$ cat config.mk
export PLATFORM = sky130hd
export DESIGN_NAME = led_pattern_sequencer
export DESIGN_NICKNAME = d
export VERILOG_FILES = /design/src/rtl/led_pattern_sequencer.sv
export SDC_FILE = /design/constraint.sdc
export NUM_CORES = 1
export LEC_CHECK = 0
export ABC_CLOCK_PERIOD_IN_PS = 3700
export CAP_MARGIN = 20
export CORE_UTILIZATION = 63
export CTS_CLUSTER_SIZE = 40
export DETAILED_ROUTE_END_ITERATION = 8
export PLACE_DENSITY = 0.91
export SETUP_SLACK_MARGIN = 0.4
export SLEW_MARGIN = 20
export SYNTH_ARGS = -nofsm -noshare
export SYNTH_HDL_FRONTEND = slang
export SYNTH_SLANG_ARGS = --single-unit
$ cat constraint.sdc
create_clock -name clk -period 3.7 [get_ports clk]
set_input_delay 0.74 -clock clk [delete_from_list [all_inputs] [get_ports clk]]
set_output_delay 0.74 -clock clk [all_outputs]
set_load 0.02 [all_outputs]
$ cat src/rtl/led_pattern_sequencer.sv
// led_pattern_sequencer
//   Steps an 8-LED bank through one of four display patterns at a
//   programmable rate. A prescaler produces the step tick. A mode register
//   acts as the FSM state and selects which pattern advances on each tick.
//   A req/ack handshake changes the mode only on a tick boundary, or on the
//   next edge while paused, so the LEDs never show a partial pattern.
//
// Ports
//   clk        in   1  system clock, posedge
//   rst_n      in   1  asynchronous active-low reset
//   mode_req   in   1  mode-change request, held until mode_ack
//   mode_sel   in   2  requested mode (0 OFF, 1 BINARY, 2 CHASE, 3 BOUNCE)
//   mode_ack   out  1  one-cycle pulse: requested mode applied this cycle
//   speed      in   2  rate select, step period = TICK_DIV >> speed cycles
//   pause      in   1  freezes prescaler and pattern
//   mode       out  2  currently active mode
//   step_tick  out  1  one-cycle pulse on every pattern step
//   led        out  8  LED drive, active high
module led_pattern_sequencer #(
    parameter int TICK_DIV = 1_500_000,
    parameter int CNT_W    = 21
) (
    input  logic       clk,
    input  logic       rst_n,
    input  logic       mode_req,
    input  logic [1:0] mode_sel,
    output logic       mode_ack,
    input  logic [1:0] speed,
    input  logic       pause,
    output logic [1:0] mode,
    output logic       step_tick,
    output logic [7:0] led
);

    typedef enum logic [1:0] {
        M_OFF    = 2'd0,
        M_BINARY = 2'd1,
        M_CHASE  = 2'd2,
        M_BOUNCE = 2'd3
    } mode_t;

    typedef enum logic {
        DIR_LEFT  = 1'b0,
        DIR_RIGHT = 1'b1
    } dir_t;

    localparam logic [CNT_W-1:0] DIV = CNT_W'(TICK_DIV);

    mode_t            state, state_nxt;
    dir_t             dir, dir_nxt;
    logic [7:0]       led_nxt;
    logic             ack_nxt;
    logic [CNT_W-1:0] cnt;
    logic [CNT_W-1:0] limit;
    logic [CNT_W-1:0] lim_m1;
    logic             tick_nxt;
    logic             apply;

    assign limit  = DIV >> speed;
    assign lim_m1 = limit - CNT_W'(1);

    // ">=" rather than "==": if speed rises mid-count the counter may already
    // be past the new limit, so it ticks at once instead of wrapping round.
    assign tick_nxt = !pause && (cnt >= lim_m1);

    // A request is applied on a tick edge, or on the next edge when paused.
    // It is ignored while the previous ack is still high, so a request that
    // is held one cycle too long cannot be applied twice.
    assign apply = mode_req && !mode_ack && (pause || tick_nxt);

    assign mode = state;

    always_ff @(posedge clk or negedge rst_n) begin
        if (!rst_n) begin
            cnt       <= '0;
            step_tick <= 1'b0;
        end else if (pause) begin
            step_tick <= 1'b0;
        end else if (tick_nxt) begin
            cnt       <= '0;
            step_tick <= 1'b1;
        end else begin
            cnt       <= cnt + CNT_W'(1);
            step_tick <= 1'b0;
        end
    end

    always_ff @(posedge clk or negedge rst_n) begin
        if (!rst_n) begin
            state    <= M_OFF;
            dir      <= DIR_LEFT;
            led      <= 8'h00;
            mode_ack <= 1'b0;
        end else begin
            state    <= state_nxt;
            dir      <= dir_nxt;
            led      <= led_nxt;
            mode_ack <= ack_nxt;
        end
    end

    always_comb begin
        state_nxt = state;
        dir_nxt   = dir;
        led_nxt   = led;
        ack_nxt   = 1'b0;

        if (apply) begin
            // A newly applied mode starts from its first frame; the tick
            // that carries the change does not also advance the pattern.
            state_nxt = mode_t'(mode_sel);
            ack_nxt   = 1'b1;
            dir_nxt   = DIR_LEFT;
            case (mode_t'(mode_sel))
                M_CHASE, M_BOUNCE: led_nxt = 8'h01;
                default:           led_nxt = 8'h00;
            endcase
        end else if (tick_nxt) begin
            case (state)
                M_OFF:    led_nxt = 8'h00;
                M_BINARY: led_nxt = led + 8'h01;
                M_CHASE:  led_nxt = {led[6:0], led[7]};
                M_BOUNCE: begin
                    // Each end is shown once, then the direction flips and
                    // the next frame is already one step back inside.
                    if (dir == DIR_LEFT) begin
                        if (led == 8'h80) begin
                            dir_nxt = DIR_RIGHT;
                            led_nxt = 8'h40;
                        end else begin
                            led_nxt = led << 1;
                        end
                    end else begin
                        if (led == 8'h01) begin
                            dir_nxt = DIR_LEFT;
                            led_nxt = 8'h02;
                        end else begin
                            led_nxt = led >> 1;
                        end
                    end
                end
                default:  led_nxt = 8'h00;
            endcase
        end
    end

endmodule

## Word level (Yosys, flattened, before mapping)

Index checks and enable logic that the tools add are counted.

| operators by class | value |
|---|---|
| $add $sub $neg | 3 |
| order comparisons | 1 |
| equal/unequal tests | 7 |
| shifts and indexed selects | 1 |
| mux-type cells | 17 |
| reductions and logical operators | 11 |

Operators by type and width:

| kind | count |
|---|---|
| $mux 8 | 4 |
| $pmux 8 s4 | 1 |
| $add 21x1->21 const B | 1 |
| $ge 21x21->1 | 1 |
| $mux 21 | 1 |
| $shr 21x2->21 const A | 1 |
| $sub 21x1->21 const B | 1 |
| $mux 1 | 10 |
| $add 8x1->8 const B | 1 |
| $eq 2x2->1 const B | 4 |
| $eq 8x1->1 const B | 1 |
| $eq 8x8->1 const B | 1 |
| $mux 7 | 1 |
| $reduce_bool 2->1 | 2 |
| $logic_and 1x1->1 | 3 |
| $eq 2x1->1 const B | 1 |
| $logic_not 1->1 | 2 |
| $logic_not 2->1 | 1 |
| $reduce_and 2->1 | 1 |
| $reduce_or 2->1 | 1 |
| $logic_or 1x1->1 | 1 |

| storage, ports and cells | value |
|---|---|
| flip-flop bits (word level) | 34 |
| input bits | 8 |
| output and inout port bits | 12 |
| logic and storage cells | 46 |

## Depth between registers and ports, before layout

Gate-level depths: netlist of run 1.

| depth | value |
|---|---|
| word-level depth | 8 |
| depth in mapped cells | 12 |
| depth with buffers taken out | 10 |

## Worst setup path after synthesis of run 1

OpenSTA, ideal clock, no wires.

| timing | value |
|---|---|
| path kind | input port to flip-flop |
| start point | in speed[1] |
| end point | reg led[1] |
| library setup time | 0.116 ns |
| arrival | 2.692 ns |
| data required time | 3.584 ns |
| slack | 0.893 ns |
| stages on the path | 12 |
| path buffers | 2 |
| cell sequence | inv_1 > ha_1 > inv_1 > ha_1 > nand4_1 > nor4_1 > o21bai_1 > nand4_1 > clkbuf_1 > clkbuf_1 > nand3_1 > o311ai_0 |

| between the ends | value |
|---|---|
| word-level cells in the longest chain between the ends | 7 |
| elaborated cells between the ends (all ways) | 8 |
| classes of those cells | add/sub (1); order compare (1); shift (1); mux (1); reduce/logical (4) |

Ends and longest elaborated chain:

| element | RTL line | source |
|---|---|---|
| start, declared | 28 | `input logic [1:0] speed,` |
| $shr 21x2->21 (*) | 59 | `assign limit = DIV >> speed;` |
| $sub 21x1->21 (*) | 60 | `assign lim_m1 = limit - CNT_W'(1);` |
| $ge 21x21->1 (*) | 64 | `assign tick_nxt = !pause && (cnt >= lim_m1);` |
| $logic_and 1x1->1 (*) | 64 |  |
| $logic_or 1x1->1 | 69 | `assign apply = mode_req && !mode_ack && (pause \|\| tick_nxt);` |
| $logic_and 1x1->1 | 69 |  |
| $mux 8 / $reduce_bool 2->1 (equally long branches) | -- |  |
| end signal, assigned | 97 | `led <= led_nxt;` |
| end, declared | 32 | `output logic [7:0] led` |

Every way passes the cells marked *; elsewhere a longest branch is shown, timed or not.
A chain may end at the register's enable or synchronous reset.

## Final worst setup path of run 1

| timing | value |
|---|---|
| start point | in speed[1] |
| end point | reg cnt[13] |

| between the ends | value |
|---|---|
| word-level cells in the longest chain between the ends | 5 |

Ends and longest elaborated chain:

| element | RTL line | source |
|---|---|---|
| $shr 21x2->21 | 59 |  |
| $sub 21x1->21 | 60 |  |
| $ge 21x21->1 | 64 |  |
| $logic_and 1x1->1 | 64 |  |
| $mux 21 | 79 | `end else if (tick_nxt) begin` |
| end signal, assigned | 83 | `cnt <= cnt + CNT_W'(1);` |
| end, declared | 53 | `logic [CNT_W-1:0] cnt;` |

Every way passes these cells.

==> results of run 1 <==
[cell families after synthesis]
| family | share of synthesized area, % |
|---|---|
| AND/OR/NAND/NOR | 23.1 |
| AO/OA/AOI/OAI | 16.0 |
| flip-flops | 32.8 |
| buffers and inverters | 4.72 |
| adder cells (fa/ha/maj) | 14.9 |
| XOR/XNOR | 6.07 |
| multiplexers | 2.41 |
[worst max-delay path by stage]
stage          endpoint  slack [ns]  cells past startpoint
6_report        cnt[13]        0.40                     14
5_1_grt          cnt[7]        0.27                     14
4_1_cts          led[0]        0.42                     12
3_5_place_dp    mode[0]        0.02                     11
3_3_place_gp    mode[0]        0.27                     11
2_1_floorplan    led[1]        0.89                     12
[cell type report]
type                    instances  area [um^2]  area share [%]
multi-input cells             232         1660            55.4
flip-flops and latches         34          851            28.3
repair buffers                 28          265            8.84
clock buffers                   7         86.3            2.88
inverters                      19         71.3            2.38
well taps                      48         60.1            2.00
clock inverters                 1         5.00           0.167
[routing by layer]
layer | up-vias | part of all wire, %
met5 | - | 0
met4 | 0 | 3.2
met3 | 28 | 8.5
met2 | 133 | 47
met1 | 1204 | 41
li1 | 1132 | -
[tightest hold or removal path, stage by stage (launching register included)]
cell and delay, ns:
dfrtp_1 0.39, xor2_1 0.08, nor2_1 0.07
[cell usage in the layout, fill, tap and decap left out, types with 6 or more instances in the layout]
cell type,n
ha_1,29
o21ai_0,8
xor2_1,8
nand2_1,20
nand4_1,9
nor2_1,25
buf_4,7
a21oi_1,9
xnor2_1,9
dfrtp_1,34
inv_1,19
nand3_1,31
clkbuf_8,6
clkdlybuf4s50_1,19
o311ai_0,8
[repair_timing]
action,CTS,global route
setup endpoints to repair,2,27
resized for setup,1,10
pin swaps,0,3
buffers inserted,0,2
[Yosys cell counts, drive strengths merged, types with 8 or more instances]
cell,count
a21oi,9
clkbuf,10
dfrtp,34
ha,31
inv,19
nand2,20
nand3,31
nand4,9
nor2,26
o21ai,11
o311ai,8
xnor2,10
xor2,8
[sequential cells by signal (all words and copies together) (netlist names)]
signal	count
cnt	21
led	8
mode	2
dir	1
mode_ack	1
step_tick	1
[report_power, final]
group	total (mW)	leakage [nW]	switching, mW	internal [mW]
sequential	0.481	0.430	0.0707	0.410
clock	0.287	0.0482	0.136	0.150
combinational	0.281	0.850	0.158	0.123
total	1.05	1.33	0.365	0.683
[metrics by stage]
stage	hold slack [ns]	instances
finish	0.586	369
detailed placement	0.567	359
global placement	0.534	359
floorplan	0.444	298
global route	0.616	369
CTS	0.586	367
==> impl_metrics.yaml, run 1 <==
yosys:
  synth.area.top_cells: "dfrtp_1 33%, ha_1 15%, nand3_1 6.0%"
  synth_seq_cells: 34
  synthFlopType: "dfrtp_1"
  syn_nets: 337
  yosys.area.top_type: "dfrtp_1"
  synth_top_area_share_pct: 32.8
  ys_warn_count: 0
  async_flop_share_pct: 100
  synth_area_mm2: 0.00260
  syn-mean-instance-area_um2: 8.72
  syn_inst: 298
  ys_seq_area_share_pct: 32.8
  yosysUniqueCellTypes: 46
  synth_edf_count: 0
setup_path:
  start_kind: "input port"
  crit_arrival_ns: 3.48
  cp-end-kind: "register"
  reg2reg_slack_ns: 1.28
  worst_r2r_endpoint: "cnt[13]"
  critPathBufInv: 4
  crit_fanout: 13
  crit_family: "buffers and inverters"
  cpPeakStageDelay_ns: 0.49
  cp.required_ns: 3.88
  slowest_stage: "clkdlybuf4s50_1"
  critical_path_class: "input port to register"
  cp_cell_sequence: "clkdlybuf4s50_1 -> buf_4 -> ha_2 -> nor2_2 -> xnor2_2 -> ha_1 -> nand4_1 -> nor4_1 -> o21bai_1 -> nand4_1 -> buf_6 -> nor2b_1 -> buf_6 -> nor2_1"
  setup.worst_path.start: "speed[1]"
  rr_worst_depth: 9
  reg2reg_from: "cnt[12]"
timing:
  finClkSkew_ns: 0.00795
  finalCritPeriodShare_pct: 89.1
  rsz0062_at_grt: "true"
  finalSetupTns_ns: 0
  fin_crit_ns: 3.30
  setup_viol: 0
  hold_violations: 0
  fin_ws_ns: 0.403
  timing.fmax_mhz: 303
  worstMarginPinSlew_ns: 0.875
  relSlewSlack_pct: 41.2
  maxSlewViolCount: 0
cells_and_area:
  fillCellCount: 265
  fin_area_mm2: 0.00300
  final_core_util_pct: 79.0
  area_growth_pct: 15.6
  nets: 359
  diodes: 0
  drive_gt1_share_pct: 9.03
clocking:
  cts_buffer_depth: 2
  cts_tree: "done"
  holdBufCountCts: 0
  cts_buffers: 5
  cts-root-buf: "clkbuf_8"
  clock-sinks: 34
  cts.htree.levels: 2
  clkTransAtPathRegs_ns: 0.07
  worstSkewPairLatency_ns: 0.29
global_route:
  met2_usage_pct: 53.4
  busiest_layer: "met2"
  grt_start_max_net_pins: 39
  grt_pass1_wl_mm: 11.0
  met3_usage_pct: 8.79
  antenna_found_initial: 0
  grt_pass1_vias: 2339
  grt-ovfl-total: 0
  use_met1_pct: 42.9
  grtUsageTotal_pct: 33.2
hold_path:
  min_path_type: "register to register"
  whs_path_depth: 2
  holdCritStartpoint: "cnt[15]"
  min_delay_worst_endpoint: "cnt[15]"
placement:
  dp_hpwl_mm: 4.61
  dp_worst_setup_slack_ns: 0.0238
  gp_congestion: 1.06
  dpl_cell_area_mm2: 0.00285
  io_buffers: 19
power_and_ir_drop:
  p_leak_nw: 1.33
  power_mw: 1.05
  powerDensity_mw_per_mm2: 349
  max-vdd-ir-drop_uv: 281
floorplan:
  die_h_um: 66.2
  start_util_pct: 68.4
  std_cell_rows: 22
  fp.dieArea_mm2: 0.00438
  die_w_um: 66.2
  ioPinCount: 20
  core_mm2: 0.00380
drt:
  dr.pass1.iters: 7
  wirelength_mm: 6.57
  drc: 0
  via_per_inst: 6.77
  wl_per_cell_um: 17.8
  drt-initial-drc-count: 239
  dr_total_vias: 2497
  drtAntennaViolNets: 0
flow_run:
  drv_cap: 0
outcome:
  outcome: "completed"
Note: power is estimated with default switching activity, not from simulation.
==> run 2: changes to the inputs <==
- CORE_MARGIN: not set -> 2
- HOLD_SLACK_MARGIN: not set -> 0.08
==> impl_metrics.yaml, run 2 (synthesized netlist as in run 1, its figures left out) <==
drt:
  via_per_inst: 6.62
  drt-initial-drc-count: 218
  dr_total_vias: 2461
  wl_met3_um: 528
  wirelength_mm: 6.55
  wl_per_cell_um: 17.6
  dr.pass1.iters: 5
  drc: 0
  wl_met2_mm: 2.98
  drtAntennaViolNets: 0
  wl_met1_mm: 2.94
  highest_layer: "met4"
clocking:
  cts_tree: "done"
  cts-root-buf: "clkbuf_8"
  clkTransAtPathRegs_ns: 0.08
  holdBufCountCts: 0
  cts_buffers: 5
  cts.htree.levels: 2
  cts_buffer_depth: 2
  clock-sinks: 34
  worstSkewPairLatency_ns: 0.31
hold_path:
  min_delay_worst_endpoint: "cnt[1]"
  min_path_type: "register to register"
  holdCritStartpoint: "cnt[1]"
  whs_path_depth: 2
power_and_ir_drop:
  power_mw: 1.05
  max-vdd-ir-drop_uv: 210
  p_leak_nw: 1.34
  powerDensity_mw_per_mm2: 342
global_route:
  grtUsageTotal_pct: 29.3
  grt_start_max_net_pins: 39
  grt_pass1_wl_mm: 10.3
  antenna_found_initial: 0
  grt-ovfl-total: 0
  grt_pass1_vias: 2150
floorplan:
  ioPinCount: 20
  core_mm2: 0.00397
  fp.dieArea_mm2: 0.00465
  start_util_pct: 65.4
  die_h_um: 68.2
  std_cell_rows: 23
  die_w_um: 68.2
setup_path:
  worst_r2r_endpoint: "cnt[14]"
  reg2reg_slack_ns: 1.25
  reg2reg_from: "cnt[12]"
  cp-end-kind: "register"
  crit_arrival_ns: 3.42
  setup.worst_path.start: "speed[1]"
  slowest_stage: "clkdlybuf4s50_1"
  cpPeakStageDelay_ns: 0.52
  crit_top_cell: "nand4_1"
  cp_cell_sequence: "clkdlybuf4s50_1 -> inv_2 -> ha_4 -> inv_1 -> ha_1 -> nand4_1 -> a211oi_1 -> a32oi_1 -> nand4_1 -> buf_12 -> buf_4 -> nor4_4 -> a211o_1"
  critical_path_class: "input port to register"
  rr_worst_depth: 9
  start_kind: "input port"
  cp.required_ns: 3.89
  crit_fanout: 8
timing:
  fin_crit_ns: 3.24
  fin_ws_ns: 0.464
  setup_viol: 0
  relSlewSlack_pct: 40.0
  finalCritPeriodShare_pct: 87.5
  timing.fmax_mhz: 309
  hold_violations: 0
  finClkSkew_ns: 0.0128
  rsz0062_at_grt: "true"
  worstMarginPinSlew_ns: 0.892
  maxSlewViolCount: 0
  finalSetupTns_ns: 0
cells_and_area:
  area_growth_pct: 18.0
  final_common_cell: "dfrtp_1"
  fillCellCount: 275
  top_register: "cnt"
  nets: 360
  final_cell_mix: "34 x dfrtp_1, 31 x nand3_1, 27 x ha_1, 25 x nor2_1, 20 x nand2_1"
  diodes: 0
  largest_register_ffs: 21
  drive_gt1_share_pct: 10.2
placement:
  dp_hpwl_mm: 4.29
  gp_congestion: 0.945
  io_buffers: 19
  dp_worst_setup_slack_ns: 0.116
outcome:
  outcome: "completed"
flow_run:
  drv_cap: 0
run 2: cell count changes in the layout (fill, tap and decap cells not counted), moves of 2 or more:
cell      change
inv_1         -2
ha_1          -2
o311ai_1      +3
ha_4          +2
inv_2         +2
o311ai_0      -3
run 2: cell type report:
type	count	area, um^2	area share [%]
Clock buffer	7	86.3	2.82
Inverter	19	71.3	2.33
Sequential cell	34	851	27.8
Multi-Input combinational cell	232	1690	55.1
Tap cell	50	62.6	2.04
Clock inverter	1	5.00	0.163
Timing Repair Buffer	29	299	9.76
run 2: what timing repair did:
action,CTS,global route
pin swaps,0,3
gates resized for setup,1,19
buffers inserted,0,3
endpoints found under the setup margin,2,25
cloned,0,1
run 2: where the power goes:
group,total (mW),switching (mW),internal [mW]
sequential,0.480,0.0695,0.410
combinational,0.271,0.151,0.121
clock,0.298,0.148,0.150
total,1.05,0.369,0.681
run 2: critical path, delay by kind of cell:
family / cells / cell delay, ns
AOI/OAI and AO/OA: 3 / 0.65
adders and majority gates: 2 / 0.57
buffers and inverters: 5 / 1.01
and+or+nand+nor: 3 / 0.44
run 2: layer usage:
layer | up-vias | global-route usage (%)
met2 | 121 | 44.3
met3 | 12 | 6.41
met4 | 0 | 6.00
li1 | 1139 | -
met5 | - | 0
met1 | 1189 | 43.0
run 2: worst max path at each step:
stage                         end  slack (ns)
after floorplan            led[1]        0.89
final                     cnt[14]        0.46
after global placement    mode[0]        0.21
after detailed placement  mode[1]        0.12
after global routing       led[0]        0.32
after CTS                  led[0]        0.46
run 2: through the flow:
step	hold slack, ns	area [um^2]	util (%)	instances
finish	0.555	3070	77.2	372
global route	0.583	3070	77.2	372
CTS	0.552	2950	74.2	368
detailed placement	0.535	2860	71.9	360
global placement	0.523	2860	71.9	360
floorplan	0.444	2600	-	298
==> run 3: changes to the inputs <==
- CORE_UTILIZATION: 63 -> 47
- PLACE_DENSITY: 0.91 -> 0.72
==> impl_metrics.yaml, run 3 (synthesized netlist as in run 1, its figures left out) <==
outcome:
  outcome: "completed"
cells_and_area:
  area_growth_pct: 15.9
  fin_cells: 392
  drive_gt1_share_pct: 7.50
  diodes: 0
  largest_register_ffs: 21
  final_common_cell: "dfrtp_1"
  fin_area_mm2: 0.00301
  final_core_util_pct: 55.7
  fillCellCount: 524
  nets: 358
  top_register: "cnt"
  final_cell_mix: "34 x dfrtp_1, 31 x nand3_1, 30 x ha_1, 26 x nor2_1, 20 x nand2_1"
timing:
  relSlewSlack_pct: 59.4
  worstMarginPinSlew_ns: 0.607
  setup_viol: 0
  finalSetupTns_ns: 0
  finClkSkew_ns: 0.00695
  rsz0062_at_grt: "false"
  hold_violations: 0
  fin_crit_ns: 2.96
  finalCritPeriodShare_pct: 80.1
  timing.fmax_mhz: 338
  maxSlewViolCount: 0
clocking:
  clkTransAtPathRegs_ns: 0.07
  cts.htree.levels: 2
  cts_tree: "done"
  cts_buffer_depth: 2
  clock-sinks: 34
  worstSkewPairLatency_ns: 0.28
  cts-root-buf: "clkbuf_8"
  cts_buffers: 5
  holdBufCountCts: 0
setup_path:
  start_kind: "input port"
  crit_family: "simple AND/OR/NAND/NOR gates"
  cp-end-kind: "register"
  cp_cell_sequence: "dlymetal6s2s_1 -> inv_1 -> ha_1 -> xor2_1 -> ha_1 -> nand4_1 -> nor4_1 -> o21bai_1 -> nand4_1 -> buf_4 -> nor2b_1 -> buf_6 -> nor2_1"
  cp.required_ns: 3.88
  crit_arrival_ns: 3.14
  slowest_stage: "nor4_1"
  critPathBufInv: 4
  critical_path_class: "input port to register"
  cpPeakStageDelay_ns: 0.30
  crit_fanout: 13
floorplan:
  core_mm2: 0.00541
  std_cell_rows: 27
  start_util_pct: 48.1
  die_h_um: 78.3
  ioPinCount: 20
  fp.dieArea_mm2: 0.00614
  die_w_um: 78.3
placement:
  gp_congestion: 0.898
  io_buffers: 19
  dpl_cell_area_mm2: 0.00289
  dp_hpwl_mm: 4.31
  dp_cells: 384
hold_path:
  min_path_type: "register to register"
drt:
  wirelength_mm: 5.90
  drc: 0
  wl_per_cell_um: 15.0
  dr_total_vias: 2283
  drt-initial-drc-count: 128
  dr.pass1.iters: 4
  drtAntennaViolNets: 0
  via_per_inst: 5.82
power_and_ir_drop:
  max-vdd-ir-drop_uv: 244
  powerDensity_mw_per_mm2: 349
  power_mw: 1.05
  p_leak_nw: 1.34
global_route:
  grt-ovfl-total: 0
  antenna_found_initial: 0
  grt_pass1_wl_mm: 10.4
  grt_start_max_net_pins: 39
  grtUsageTotal_pct: 21.0
  grt_pass1_vias: 2244
flow_run:
  drv_cap: 0
==> run 3: per-stage QoR <==
step / hold WS [ns] / setup slack [ns]
after detailed placement: 0.554 / 0.0941
final: 0.561 / 0.738
after global placement: 0.521 / 0.189
after global routing: 0.609 / 0.565
after CTS: 0.570 / 0.406
after floorplan: 0.444 / 0.893
==> run 3: cell type report <==
| type | count | area, um^2 | share of cell area (%) |
|---|---|---|---|
| Multi-Input combinational cell | 232 | 1630 | 54.0 |
| Sequential cell | 34 | 851 | 28.3 |
| Timing Repair Buffer | 27 | 263 | 8.72 |
| Clock buffer | 8 | 110 | 3.66 |
| Tap cell | 72 | 90.1 | 2.99 |
| Inverter | 19 | 71.3 | 2.37 |
==> run 3: metal layers <==
layer / part of all wire, % / track usage, % / vias up
li1: - / - / 1133
met1: 48 / 28.5 / 1106
met2: 48 / 34.9 / 35
met3: 2.5 / 2.87 / 9
met4: 1.5 / 6.67 / 0
met5: 0 / 0 / -
==> run 3: path summary, 6_finish.rpt <==
path | start | cells after the start | slack [ns] | to
max in group asynchronous | rst_n | 2 | 2.52 | led[5]
setup / recovery | speed[0] | 13 | 0.74 | cnt[16]
setup reg to reg | cnt[12] | 9 | 1.39 | cnt[16]
hold / removal | cnt[1] | 2 | 0.56 | cnt[1]
hold reg to reg | cnt[1] | 2 | 0.56 | cnt[1]
min in group asynchronous | rst_n | 2 | 0.86 | mode_ack
==> run 3: what timing repair did <==
action | in CTS | in global routing
buffers inserted | 0 | 0
endpoints found under the setup margin | 0 | 31
gates resized for setup | 0 | 6
hold endpoints to repair | 0 | 0
==> run 3: tightest hold or removal path, stage by stage (launching register included) <==
cell and delay (ns):
dfrtp_1 0.40, nand2_1 0.06, o21ai_0 0.06
==> run 3: where the power goes <==
group	total (mW)	internal, mW	leakage [nW]	switching, mW
Sequential	0.477	0.410	0.430	0.0670
Combinational	0.252	0.114	0.854	0.138
Clock	0.322	0.188	0.0575	0.134
==> RTL change (flow settings as in run 2) <==
`CNT_W`: 21 -> 29.
--- a/src/rtl/led_pattern_sequencer.sv
+++ b/src/rtl/led_pattern_sequencer.sv
@@ -20,3 +20,3 @@
     parameter int TICK_DIV = 1_500_000,
-    parameter int CNT_W    = 21
+    parameter int CNT_W    = 29
 ) (
Check against the original RTL: no difference found for any inputs over 10 cycles, from zero or initial values and one cycle with rst_n low; that may be too few to reach the edited logic, so the function may still have changed.
==> RTL change against run 2 <==
Setup slack worse by 0.048 ns. Critical path depth down 2. Total power up 23%. Sequential cell count up 8. Wire length up 14%. Design area up 10%. Fmax down 1.5%. Area after synthesis up 11%. Largest power group unchanged.
==> RTL change: results <==
[synth]
ys_seq_area_share_pct = 36.4
synthCells = 313
yosys.cell_types.count = 49
yosysWarnings = 0
async_reset_ff_share_pct = 100
syn-num-nets = 352
yosys-top-cells-area = dfrtp_1 (36%), ha_1 (13%), nor2_1 (5.5%)
synthTopCellsByCount = dfrtp_1 (42), nor2_1 (42), ha_1 (31)

[placed_design]
dp.cells = 383
gp_congestion = 0.912
place_hpwl_um = 4710
dp_slack_ns = -0.0384
io_buffers = 19
place_area_mm2 = 0.00316

[cts]
path_clk_slew_ns = 0.08
htree_levels = 2
clock_path_buffers = 2
cts_made_buffers = 5
clk_latency_ns = 0.30
clockRootBuffer = clkbuf_8

[status]
status = complete, no violations

[timing]
slew_headroom_pct = 39.5
finalClockSkew_ns = 0.00925

[grt]
grt_pass1_wl_um = 11600
grt_pass1_vias = 2417
grtUsageTotal_pct = 28.6
antenna_found_initial = 0
grt_max_degree = 43

[worst_hold_path]
hold_class = flop to flop

[routing]
vias_per_cell = 6.68
routed_wl_um = 7470
drtIter0Drc = 333
drtPass1Iterations = 7

[pwr]
vdd_drop_max_mv = 0.298
p_leak_nw = 1.47

[cells_and_area]
post-route-util_pct = 77.1
largest_reg_flops = 29
drive_gt1_share_pct = 11.7
final_cell_count_no_fill = 394
fillers = 284
diodes = 0
top_register = cnt

[critical_path]
crit_arrival_ns = 3.48
path_max_fanout = 5
## RTL change: layout make-up
| class | count | area share, % |
|---|---|---|
| clock buffer | 6 | 2.44 |
| clock inverter | 2 | 1.78 |
| inverter | 15 | 1.66 |
| multi-input combinational | 247 | 53.1 |
| sequential | 42 | 31.1 |
| tap | 52 | 1.92 |
| timing repair buffer | 30 | 7.99 |
## RTL change: worst max-delay path, cell delays in order
cell and delay, ns:
clkdlybuf4s50_1 0.49, inv_2 0.08, ha_2 0.24, nor2_1 0.14, ha_1 0.28, a211oi_1 0.26
o2111ai_1 0.20, a31oi_2 0.34, nand3_4 0.12, o21a_4 0.23, a221o_1 0.34
## RTL change: cells by family after synthesis
| family | count (synthesis) | share of synthesized area (%) |
|---|---|---|
| simple gates | 125 | 22.1 |
| compound gates | 61 | 15.3 |
| flops | 42 | 36.4 |
| fa+ha+maj | 31 | 13.4 |
| xor+xnor | 25 | 7.59 |
| buf+inv | 24 | 3.25 |
| mux | 5 | 1.95 |
## RTL change: worst paths after layout
check                                    start                   to  slack, ns  cells after the start
min reg2reg                cnt[27]$_DFFE_PN0N_  cnt[27]$_DFFE_PN0N_       0.54                      2
max reg2reg                cnt[26]$_DFFE_PN0N_   led[0]$_DFFE_PN0P_       1.25                      6
min in group asynchronous                rst_n  step_tick$_DFF_PN0_       0.57                      1
max in group asynchronous                rst_n   led[3]$_DFFE_PN0P_       2.57                      1
max                                   speed[0]   led[0]$_DFFE_PN0P_       0.42                     11
min                        cnt[27]$_DFFE_PN0N_  cnt[27]$_DFFE_PN0N_       0.54                      2
## RTL change: what timing repair did
action	CTS	global route
buffers inserted	1	2
gates resized for setup	6	8
pin swaps	2	2
endpoints found under the setup margin	35	39
## RTL change: per-layer routing
layer / part of all wire [%] / wire, µm / up-vias / GRT usage [%]
li1: - / - / 1188 / -
met1: 42 / 3100 / 1279 / 39.0
met2: 49 / 3630 / 124 / 45.0
met3: 5.8 / 435 / 40 / 5.06
met4: 4.0 / 298 / 0 / 11.9
met5: 0 / 0 / - / 0
## RTL change: power by group
group          leakage, nW  switching (mW)  internal [mW]
clock network       0.0714           0.165          0.288
logic                0.846           0.149          0.120
registers            0.558          0.0742          0.496
total                 1.47           0.388          0.904
